### src/rtl/sal_ref_ctrl_if.sv
// Signal bundle between the refresh scheduler and its environment.
// The slave modport is the scheduler's view; master is the environment driving it.
interface sal_ref_ctrl_if #(
  parameter int TREFI_WIDTH = 16,
  parameter int MAX_PENDING = 8
) ();

  localparam int PW = $clog2(MAX_PENDING + 1);

  logic                   init_done_i;
  logic [TREFI_WIDTH-1:0] t_refi_m1_i;
  logic                   ref_req_o;
  logic                   ref_gnt_i;
  logic                   block_req_o;
  logic [PW-1:0]          pending_cnt_o;
  logic                   ref_err_o;

  modport master (
    output init_done_i,
    output t_refi_m1_i,
    output ref_gnt_i,
    input  ref_req_o,
    input  block_req_o,
    input  pending_cnt_o,
    input  ref_err_o
  );

  modport slave (
    input  init_done_i,
    input  t_refi_m1_i,
    input  ref_gnt_i,
    output ref_req_o,
    output block_req_o,
    output pending_cnt_o,
    output ref_err_o
  );

endinterface

### src/rtl/sal_ref_ctrl.sv
// Refresh scheduler: tREFI interval ticks feed a postponed-refresh counter.
// Define SAL_REF_POSTPONE_EN to allow postponement up to MAX_PENDING refreshes.
module sal_ref_ctrl #(
  parameter int TREFI_WIDTH = 16,
  parameter int MAX_PENDING = 8,
  parameter int URGENT_TH   = 4
) (
  input logic          clk,
  input logic          rst_n,
  sal_ref_ctrl_if.slave bus
);

  localparam int PW = $clog2(MAX_PENDING + 1);

`ifdef SAL_REF_POSTPONE_EN
  localparam bit POSTPONE = 1'b1;
`else
  localparam bit POSTPONE = 1'b0;
`endif

  // Without postponement every refresh is due at once, so the backlog limit is one.
  localparam int            EFF_MAX    = POSTPONE ? MAX_PENDING : 1;
  localparam int            EFF_URGENT = POSTPONE ? URGENT_TH : 1;
  localparam logic [PW-1:0] MAX_V      = PW'(EFF_MAX);
  localparam logic [PW-1:0] URGENT_V   = PW'(EFF_URGENT);

  typedef enum logic [0:0] {
    IDLE = 1'b0,
    RUN  = 1'b1
  } state_t;

  state_t                 state, state_nxt;
  logic [TREFI_WIDTH-1:0] cnt, cnt_nxt;
  logic [PW-1:0]          pending, pending_nxt;
  logic                   err, err_nxt;
  logic                   tick;

  always_ff @(posedge clk) begin
    if (!rst_n) begin
      state   <= IDLE;
      cnt     <= '0;
      pending <= '0;
      err     <= 1'b0;
    end else begin
      state   <= state_nxt;
      cnt     <= cnt_nxt;
      pending <= pending_nxt;
      err     <= err_nxt;
    end
  end

  always_comb begin
    state_nxt   = state;
    cnt_nxt     = cnt;
    pending_nxt = pending;
    err_nxt     = err;
    tick        = 1'b0;
    unique case (state)
      IDLE: begin
        pending_nxt = '0;
        if (bus.init_done_i) begin
          state_nxt = RUN;
          cnt_nxt   = bus.t_refi_m1_i;
        end
      end
      RUN: begin
        if (!bus.init_done_i) begin
          state_nxt   = IDLE;
          pending_nxt = '0;
        end else begin
          tick    = (cnt == '0);
          cnt_nxt = tick ? bus.t_refi_m1_i : cnt - TREFI_WIDTH'(1);
          // A tick and a grant in the same cycle cancel; a full backlog loses the obligation.
          if (tick && !bus.ref_gnt_i) begin
            if (pending == MAX_V) begin
              err_nxt = 1'b1;
            end else begin
              pending_nxt = pending + PW'(1);
            end
          end else if (!tick && bus.ref_gnt_i && (pending != '0)) begin
            pending_nxt = pending - PW'(1);
          end
        end
      end
      default: state_nxt = IDLE;
    endcase
  end

  assign bus.ref_req_o     = (pending != '0);
  assign bus.block_req_o   = (pending >= URGENT_V);
  assign bus.pending_cnt_o = pending;
  assign bus.ref_err_o     = err;

endmodule

### src/flat_wrapper.sv
// flat-port wrapper written by rule: the top's interface ports become plain ports
module sal_ref_ctrl_flat 
#(
  parameter int TREFI_WIDTH = 16,
  parameter int MAX_PENDING = 8,
  parameter int URGENT_TH   = 4
)
  (clk, rst_n, bus_init_done_i, bus_t_refi_m1_i, bus_ref_gnt_i, bus_ref_req_o, bus_block_req_o, bus_pending_cnt_o, bus_ref_err_o);
  sal_ref_ctrl_if #(.TREFI_WIDTH(TREFI_WIDTH), .MAX_PENDING(MAX_PENDING)) bus_i ();
  input logic clk;
  input logic rst_n;
  input wire logic [$bits(bus_i.init_done_i)-1:0] bus_init_done_i;
  input wire logic [$bits(bus_i.t_refi_m1_i)-1:0] bus_t_refi_m1_i;
  input wire logic [$bits(bus_i.ref_gnt_i)-1:0] bus_ref_gnt_i;
  output wire logic [$bits(bus_i.ref_req_o)-1:0] bus_ref_req_o;
  output wire logic [$bits(bus_i.block_req_o)-1:0] bus_block_req_o;
  output wire logic [$bits(bus_i.pending_cnt_o)-1:0] bus_pending_cnt_o;
  output wire logic [$bits(bus_i.ref_err_o)-1:0] bus_ref_err_o;
  assign bus_i.init_done_i = bus_init_done_i;
  assign bus_i.t_refi_m1_i = bus_t_refi_m1_i;
  assign bus_i.ref_gnt_i = bus_ref_gnt_i;
  assign bus_ref_req_o = bus_i.ref_req_o;
  assign bus_block_req_o = bus_i.block_req_o;
  assign bus_pending_cnt_o = bus_i.pending_cnt_o;
  assign bus_ref_err_o = bus_i.ref_err_o;
  sal_ref_ctrl #(.TREFI_WIDTH(TREFI_WIDTH), .MAX_PENDING(MAX_PENDING), .URGENT_TH(URGENT_TH)) u_core (.clk(clk), .rst_n(rst_n), .bus(bus_i));
endmodule
### config.mk
export PLATFORM = sky130hd
export DESIGN_NAME = sal_ref_ctrl_flat
export DESIGN_NICKNAME = d
export VERILOG_FILES = /design/src/rtl/sal_ref_ctrl_if.sv /design/src/rtl/sal_ref_ctrl.sv /design/src/flat_wrapper.sv
export SDC_FILE = /design/constraint.sdc
export NUM_CORES = 1
export LEC_CHECK = 0
export CAP_MARGIN = 20
export CORE_MARGIN = 3
export CORE_UTILIZATION = 45
export CTS_CLUSTER_SIZE = 20
export DETAILED_ROUTE_END_ITERATION = 8
export PLACE_DENSITY = 0.77
export SYNTH_ARGS = -nofsm -noshare
export SYNTH_HDL_FRONTEND = slang
export SYNTH_SLANG_ARGS = --single-unit
### constraint.sdc
create_clock -name clk -period 2.9 [get_ports clk]
set_input_delay 0.435 -clock clk [delete_from_list [all_inputs] [get_ports clk]]
set_output_delay 0.435 -clock clk [all_outputs]
set_load 0.01 [all_outputs]
==> results.sh, run 1 <==
export IMPL_dpl_cell_count=237
export IMPL_first_iter_violations=76
export IMPL_cts_tree="yes"
export IMPL_cp_required_ns=2.47
export IMPL_h_tree_depth=1
export IMPL_drc=0
export IMPL_cap_viol_max_count=0
export IMPL_drive_above_1_share_pct=8.63
export IMPL_crit_type="flop to output pin"
export IMPL_crit_arrival_ns=2.26
export IMPL_numCtsBuffers=3
export IMPL_routedWlPerCell_um=14.5
export IMPL_synth_seq_cells=22
export IMPL_route_vias_total=1411
export IMPL_path_delay_family="simple AND/OR/NAND/NOR gates"
export IMPL_place_gp_congestion=0.768
export IMPL_crit_path_top_delay_cell="clkdlybuf4s50_1"
export IMPL_grt_pass1_vias=1323
export IMPL_core_area_um2=3080
export IMPL_root_buffer="clkbuf_4"
export IMPL_p_per_area_nw_per_um2=437
export IMPL_viasPerCell=5.85
export IMPL_async_flop_share_pct=0
export IMPL_met1_usage_pct=21.3
export IMPL_grtUsageMet3_pct=4.10
export IMPL_yosysSeqAreaShare_pct=30.0
export IMPL_utilization_pct=58.7
export IMPL_worstHoldPathType="flop to flop"
export IMPL_peakVddDrop_v=0.000308
export IMPL_syn_area_um2=1470
export IMPL_clk_latency_ns=0.32
export IMPL_clock_fmax_mhz=370
export IMPL_leakage_nw=0.636
export IMPL_total_power_mw=0.790
export IMPL_clockBufferDepth=2
export IMPL_end_kind="output pin"
export IMPL_die_y_um=63.1
export IMPL_status="completed"
export IMPL_cp_buffers_inverters=2
export IMPL_instances_no_fill=241
export IMPL_cts_setup_buffers=0
export IMPL_antenna_left=0
export IMPL_die_w_um=63.1
export IMPL_dieArea_um2=3980
export IMPL_post_dp_hpwl_mm=2.62
export IMPL_n_fill_cell=291
export IMPL_io_pins=27
export IMPL_maxSlewViolCount=0
export IMPL_netlist_area_leader_share_pct=30.0
export IMPL_overflow=0
export IMPL_row_count=20
export IMPL_clock_sinks=22
export IMPL_ys_flop_type="dfxtp_1"
export IMPL_cts_hold_buf=0
export IMPL_yosysWarnings=0
export IMPL_final_common_cell="clkdlybuf4s50_1"
export IMPL_grt_busiest_layer="met2"
export IMPL_routed_wl_mm=3.49
export IMPL_synth_cell_types=45
export IMPL_crit_path_start_kind="flop"
export IMPL_grt_max_degree=18
export IMPL_post_cts_resized=0
export IMPL_setup_viol=0
export IMPL_hold_ws_ns=0.507
export IMPL_area_growth_pct=23.3
export IMPL_grt_pass1_wl_mm=5.88
export IMPL_num_nets_final=223
export IMPL_critPathMaxStageDelay_ns=0.49
export IMPL_firstDrtPassIters=4
export IMPL_finClkSkew_ns=0.00651
export IMPL_path_cells="inv_1 > ha_1 > or3b_2 > or2_2 > clkdlybuf4s50_1"
export IMPL_yosysTopAreaCell="dfxtp_1"
export IMPL_start_util_pct=47.6
export IMPL_synth_area_leaders="dfxtp_1, mux2_1, a32o_1"
export IMPL_track_usage_pct=17.9
export IMPL_port_buffers=26
export IMPL_synth_edf_count=0
export IMPL_antenna_found_initial=0
export IMPL_layout_common_cells="clkdlybuf4s50_1, dfxtp_1, nor3_1, nand2_1, nor2_1"
export IMPL_path_max_fanout=6
export IMPL_max_slew_margin_pct=58.2
export IMPL_diodes=0
export IMPL_period_share_pct=93.1
export IMPL_syn_area_per_cell_um2=8.48
export IMPL_tns_ns=0
export IMPL_mappedNetlistNets=198
export IMPL_netlist_instances=173
export IMPL_worst_pin_slew_ns=0.622
export IMPL_clk_pin_slew_worst_paths_ns=0.13
export IMPL_hold_violations=0
export IMPL_grt_met2_usage_pct=32.1
export IMPL_min_period_ns=2.70
export IMPL_rsz0062_at_grt="no"
## metal layers
layer	vias up	wire length, um
met2	23	1750
li1	706	-
met5	-	0
met1	680	1590
met4	0	19
met3	2	129
## worst register-to-register path, stage by stage, from the launching register on
cell     delay, ns
dfxtp_1       0.38
or3_4         0.42
or3_1         0.46
o21ai_2       0.47
o21ai_0       0.17
a32o_1        0.28
## stage by stage
stage / area (um^2) / worst slack (ns)
2_1_floorplan: 1470 / 0.973
3_3_place_gp: 1760 / 0.678
3_5_place_dp: 1760 / 0.572
4_1_cts: 1810 / 0.192
5_1_grt: 1810 / 0.117
6_report: 1810 / 0.200
## state kept, by name, indices dropped and copies added (netlist names)
name                      flops
u_core.state                  1
u_core.bus.ref_err_o          1
u_core.cnt                   16
u_core.bus.pending_cnt_o      4
## synthesized netlist by cell type, types with 5 or more instances
master	n
o21ai_1	8
dfxtp_1	22
nand2_1	11
a21oi_1	6
mux2i_1	5
nor3_1	12
nor3b_1	7
inv_1	5
ha_1	5
nor2_1	11
a32o_1	7
buf_2	6
mux2_1	7
o21ai_0	8
## cells by family after synthesis
kind of cell / after synthesis / synth area share [%]
flops: 22 / 30.0
compound gates: 49 / 23.2
simple gates: 70 / 28.8
buf+inv: 15 / 4.86
mux: 12 / 8.79
fa+ha+maj: 5 / 4.27
## path summary, 6_finish.rpt
| check | start | end | slack [ns] | depth (start not counted) |
|---|---|---|---|---|
| min reg2reg | u_core.bus.ref_err_o$_SDFFE_PN0P_ | u_core.bus.ref_err_o$_SDFFE_PN0P_ | 0.51 | 2 |
| min | u_core.bus.ref_err_o$_SDFFE_PN0P_ | u_core.bus.ref_err_o$_SDFFE_PN0P_ | 0.51 | 2 |
| max | u_core.bus.pending_cnt_o[1]$_SDFFE_PN0P_ | bus_block_req_o | 0.20 | 5 |
| max reg2reg | u_core.cnt[7]$_SDFFE_PN0P_ | u_core.cnt[6]$_SDFFE_PN0P_ | 0.62 | 5 |
## where the power goes
group	switching [mW]	internal (mW)
registers	0.0252	0.321
logic	0.109	0.0963
clock network	0.0984	0.140
## cell type report
class	instances	area, um^2	share of cell area (%)
clock inverter	1	30.0	1.66
multi-input combinational	136	955	52.8
inverter	6	22.5	1.25
tap	44	55.1	3.04
clock buffer	3	22.5	1.25
timing repair buffer	29	283	15.6
sequential	22	440	24.4
(Power assumes the default switching activity.)
==> run 2: changes to the inputs <==
Settings changed: CORE_MARGIN 3 to 2.
==> results.sh, run 2 (same netlist as run 1, synthesis figures left out) <==
export IMPL_leakage_nw=0.627
export IMPL_die_y_um=61.1
export IMPL_total_power_mw=0.728
export IMPL_antenna_found_initial=0
export IMPL_grt_max_degree=18
export IMPL_viasPerCell=6.00
export IMPL_dpl_cell_count=236
export IMPL_p_per_area_nw_per_um2=405
export IMPL_clk_latency_ns=0.31
export IMPL_io_pins=27
export IMPL_tns_ns=0
export IMPL_crit_path_start_kind="flop"
export IMPL_crit_arrival_ns=2.20
export IMPL_firstDrtPassIters=4
export IMPL_worst_pin_slew_ns=0.680
export IMPL_clk_pin_slew_worst_paths_ns=0.12
export IMPL_grt_pass1_vias=1381
export IMPL_met1Wirelength_mm=1.63
export IMPL_start_util_pct=47.6
export IMPL_worstReg2RegEnd="u_core.cnt[6]$_SDFFE_PN0P_"
export IMPL_antenna_left=0
export IMPL_post_dp_hpwl_mm=2.71
export IMPL_critPathMaxStageDelay_ns=0.48
export IMPL_maxSlewViolCount=0
export IMPL_wl_met2_mm=1.77
export IMPL_crit_type="flop to output pin"
export IMPL_worstHoldStart="u_core.bus.ref_err_o$_SDFFE_PN0P_"
export IMPL_place_gp_congestion=0.833
export IMPL_status="completed"
export IMPL_path_max_fanout=6
export IMPL_clock_sinks=22
export IMPL_routed_wl_mm=3.63
export IMPL_cts_hold_buf=0
export IMPL_worstHoldPathType="flop to flop"
export IMPL_drc=0
export IMPL_r2r_worst_path_cells=5
export IMPL_period_share_pct=90.9
export IMPL_wl_met3_um=137
export IMPL_r2r_slack_ns=0.59
export IMPL_track_usage_pct=21.6
export IMPL_rsz0062_at_grt="no"
export IMPL_area_growth_pct=22.5
export IMPL_cap_viol_max_count=0
export IMPL_row_count=20
export IMPL_top_layer="met4"
export IMPL_diodes=0
export IMPL_first_iter_violations=84
export IMPL_num_nets_final=222
export IMPL_cp_required_ns=2.47
export IMPL_numCtsBuffers=3
export IMPL_port_buffers=26
export IMPL_rr_startpoint="u_core.cnt[7]$_SDFFE_PN0P_"
export IMPL_path_cells="inv_1 > ha_1 > or3b_2 > or2_2 > clkdlybuf4s50_1"
export IMPL_clock_fmax_mhz=379
export IMPL_post_cts_resized=0
export IMPL_instances_no_fill=240
export IMPL_end_kind="output pin"
export IMPL_crit_path_top_delay_cell="clkdlybuf4s50_1"
export IMPL_route_vias_total=1439
export IMPL_hold_violations=0
export IMPL_final_common_cell="clkdlybuf4s50_1"
export IMPL_overflow=0
export IMPL_core_area_um2=3080
export IMPL_setup_viol=0
export IMPL_routedWlPerCell_um=15.1
export IMPL_root_buffer="clkbuf_4"
export IMPL_cts_tree="yes"
export IMPL_dieArea_um2=3730
export IMPL_drive_above_1_share_pct=8.16
export IMPL_layout_common_cells="clkdlybuf4s50_1, dfxtp_1, nor3_1, nand2_1, nor2_1"
export IMPL_h_tree_depth=1
export IMPL_grt_pass1_wl_mm=6.09
export IMPL_largest_reg_flops=16
export IMPL_finClkSkew_ns=0.00221
export IMPL_clockBufferDepth=2
export IMPL_min_period_ns=2.64
export IMPL_cts_setup_buffers=0
export IMPL_peakVddDrop_v=0.000219
export IMPL_max_slew_margin_pct=54.3
export IMPL_die_w_um=61.1
export IMPL_hold_depth=2
export IMPL_min_to="u_core.bus.ref_err_o$_SDFFE_PN0P_"
export IMPL_top_register="u_core.cnt"
==> run 2: cell count changes in the layout (fill, tap and decap cells not counted), sizes merged <==
cell,before,now
bufinv,1,0
buf,3,2
clkbuf,3,4
==> run 2: area by class of cell <==
cell class,instances,area (um^2)
clock buffers,4,36.3
repair buffers,28,288
multi-input cells,136,955
fillers,299,1280
well taps,44,55.1
inverters,6,22.5
flip-flops and latches,22,440
==> run 2: critical path, delay by kind of cell, from the launching register on <==
family	cells	cell delay (ns)
buffers and inverters	2	0.60
and+or+nand+nor	2	0.75
adders and majority gates	1	0.17
DFF	1	0.38
==> run 2: worst max path at each step <==
stage	slack (ns)	cells past startpoint	end	startpoint
after CTS	0.25	5	bus_block_req_o	u_core.bus.pending_cnt_o[1]$_SDFFE_PN0P_
after detailed placement	0.62	5	bus_block_req_o	u_core.bus.pending_cnt_o[1]$_SDFFE_PN0P_
after floorplan	0.97	7	u_core.cnt[11]$_SDFFE_PN0P_	u_core.cnt[7]$_SDFFE_PN0P_
final	0.26	5	bus_block_req_o	u_core.bus.pending_cnt_o[1]$_SDFFE_PN0P_
after global routing	0.14	5	bus_block_req_o	u_core.bus.pending_cnt_o[1]$_SDFFE_PN0P_
after global placement	0.68	5	bus_block_req_o	u_core.bus.pending_cnt_o[1]$_SDFFE_PN0P_
==> run 2: power by group <==
group,total [mW],switching [mW],internal (mW)
clock network,0.170,0.0936,0.0766
registers,0.347,0.0257,0.321
logic,0.211,0.113,0.0977
total,0.728,0.232,0.496
==> run 2: stage by stage <==
step	hold WS [ns]	cell area (um^2)	util [%]	setup slack, ns
final	0.524	1800	58.4	0.264
after global routing	0.556	1800	58.4	0.144
after CTS	0.526	1800	58.4	0.254
after detailed placement	0.494	1760	57.2	0.622
after global placement	0.480	1760	57.2	0.677
after floorplan	0.470	1470	-	0.973
==> run 2: routing by layer <==
| metal | GRT usage, % | vias up |
|---|---|---|
| met1 | 26.8 | 679 |
| met2 | 35.6 | 41 |
| met5 | 0 | - |
| li1 | - | 707 |
| met4 | 11.2 | 0 |
| met3 | 3.99 | 12 |
==> run 3: changes to the inputs <==
Settings changed: RECOVER_POWER from default to 25.
==> results.sh, run 3 (same netlist as run 1, synthesis figures left out) <==
export IMPL_cp_required_ns=2.47
export IMPL_cts_setup_buffers=0
export IMPL_start_util_pct=47.6
export IMPL_cp_buffers_inverters=2
export IMPL_overflow=0
export IMPL_routed_wl_mm=3.65
export IMPL_critPathMaxStageDelay_ns=0.48
export IMPL_routedWlPerCell_um=15.2
export IMPL_port_buffers=26
export IMPL_antenna_left=0
export IMPL_hold_violations=0
export IMPL_setup_viol=0
export IMPL_first_iter_violations=83
export IMPL_path_delay_family="simple AND/OR/NAND/NOR gates"
export IMPL_n_fill_cell=300
export IMPL_clock_fmax_mhz=380
export IMPL_tns_ns=0
export IMPL_drive_above_1_share_pct=7.65
export IMPL_post_cts_resized=0
export IMPL_min_period_ns=2.63
export IMPL_grt_max_degree=18
export IMPL_r2r_slack_ns=0.56
export IMPL_grt_pass1_wl_mm=6.09
export IMPL_drc=0
export IMPL_path_cells="inv_1 > ha_1 > or3b_2 > or2_2 > clkdlybuf4s50_1"
export IMPL_status="completed"
export IMPL_h_tree_depth=1
export IMPL_worstReg2RegEnd="u_core.cnt[6]$_SDFFE_PN0P_"
export IMPL_clk_pin_slew_worst_paths_ns=0.12
export IMPL_numCtsBuffers=3
export IMPL_cts_hold_buf=0
export IMPL_p_per_area_nw_per_um2=405
export IMPL_clk_latency_ns=0.30
export IMPL_post_dp_hpwl_mm=2.71
export IMPL_multi_input_area_um2=950
export IMPL_diodes=0
export IMPL_final_common_cell="dfxtp_1"
export IMPL_area_growth_pct=22.2
export IMPL_top_register="u_core.cnt"
export IMPL_peakVddDrop_v=0.000220
export IMPL_max_slew_margin_pct=53.2
export IMPL_viasPerCell=5.98
export IMPL_r2r_worst_path_cells=5
export IMPL_crit_arrival_ns=2.20
export IMPL_seq_area_um2=440
export IMPL_utilization_pct=58.2
export IMPL_min_to="u_core.bus.ref_err_o$_SDFFE_PN0P_"
export IMPL_die_w_um=61.1
export IMPL_row_count=20
export IMPL_worst_pin_slew_ns=0.696
export IMPL_num_nets_final=222
export IMPL_end_kind="output pin"
export IMPL_worstHoldStart="u_core.bus.ref_err_o$_SDFFE_PN0P_"
export IMPL_clock_sinks=22
export IMPL_grt_pass1_vias=1381
export IMPL_io_pins=27
export IMPL_maxSlewViolCount=0
export IMPL_die_y_um=61.1
export IMPL_dieArea_um2=3730
export IMPL_root_buffer="clkbuf_4"
export IMPL_firstDrtPassIters=4
export IMPL_cts_tree="yes"
export IMPL_path_max_fanout=6
export IMPL_place_gp_congestion=0.833
export IMPL_crit_path_top_delay_cell="clkdlybuf4s50_1"
export IMPL_finClkSkew_ns=0.00197
export IMPL_largest_reg_flops=16
export IMPL_route_vias_total=1434
export IMPL_total_power_mw=0.725
export IMPL_rr_startpoint="u_core.cnt[7]$_SDFFE_PN0P_"
export IMPL_crit_path_start_kind="flop"
export IMPL_worstHoldPathType="flop to flop"
export IMPL_track_usage_pct=21.6
export IMPL_period_share_pct=90.8
export IMPL_core_area_um2=3080
export IMPL_layout_common_cells="dfxtp_1, clkdlybuf4s50_1, nor3_1, nand2_1, nor2_1"
export IMPL_leakage_nw=0.646
export IMPL_hold_depth=2
export IMPL_cap_viol_max_count=0
export IMPL_clockBufferDepth=2
export IMPL_rsz0062_at_grt="no"
export IMPL_antenna_found_initial=0
export IMPL_crit_type="flop to output pin"
[run 3: cell types whose count changed in the layout (fill, tap and decap cells not counted), sizes merged]
| cell | change |
|---|---|
| dlygate4sd3 | +6 |
| clkdlybuf4s50 | -6 |
[run 3: final cells by class]
| cell class | instances | area share, % |
|---|---|---|
| Multi-Input combinational cell | 136 | 53.0 |
| Timing Repair Buffer | 28 | 16.1 |
| Inverter | 6 | 1.26 |
| Sequential cell | 22 | 24.6 |
| Tap cell | 44 | 3.07 |
| Clock buffer | 4 | 2.03 |
[run 3: how the worst max path moves through the flow]
stage	to	start	slack, ns	cells past startpoint
6_report	bus_block_req_o	u_core.bus.pending_cnt_o[1]$_SDFFE_PN0P_	0.27	5
5_1_grt	bus_block_req_o	u_core.bus.pending_cnt_o[1]$_SDFFE_PN0P_	0.15	5
4_1_cts	bus_block_req_o	u_core.bus.pending_cnt_o[1]$_SDFFE_PN0P_	0.25	5
3_5_place_dp	bus_block_req_o	u_core.bus.pending_cnt_o[1]$_SDFFE_PN0P_	0.62	5
3_3_place_gp	bus_block_req_o	u_core.bus.pending_cnt_o[1]$_SDFFE_PN0P_	0.68	5
2_1_floorplan	u_core.cnt[11]$_SDFFE_PN0P_	u_core.cnt[7]$_SDFFE_PN0P_	0.97	7
[run 3: report_power, final]
group	switching [mW]	leakage, nW	internal [mW]	total, mW
logic	0.114	0.444	0.0956	0.209
clock network	0.0926	0.0210	0.0766	0.169
registers	0.0254	0.181	0.321	0.347
[run 3: worst reg2reg max path, delay by kind of cell (launching register included)]
kind / cells / cell delay (ns)
compound gates: 3 / 0.93
flops: 1 / 0.39
simple gates: 2 / 0.93
[run 3: metrics by stage]
step	setup WS [ns]	cell area, um^2	hold WS (ns)	cells
after floorplan	0.973	1470	0.470	173
after global placement	0.677	1760	0.480	236
after detailed placement	0.622	1760	0.494	236
after CTS	0.254	1800	0.526	240
after global routing	0.147	1790	0.551	240
final	0.268	1790	0.517	240
[run 3: layer usage]
metal  GRT usage (%)  vias to the layer above  part of all wire (%)
li1                -                      706                     -
met1            26.8                      672                    45
met2            35.6                       42                    49
met3            3.99                       14                   3.7
met4            11.2                        0                   2.7
met5               0                        -                     0
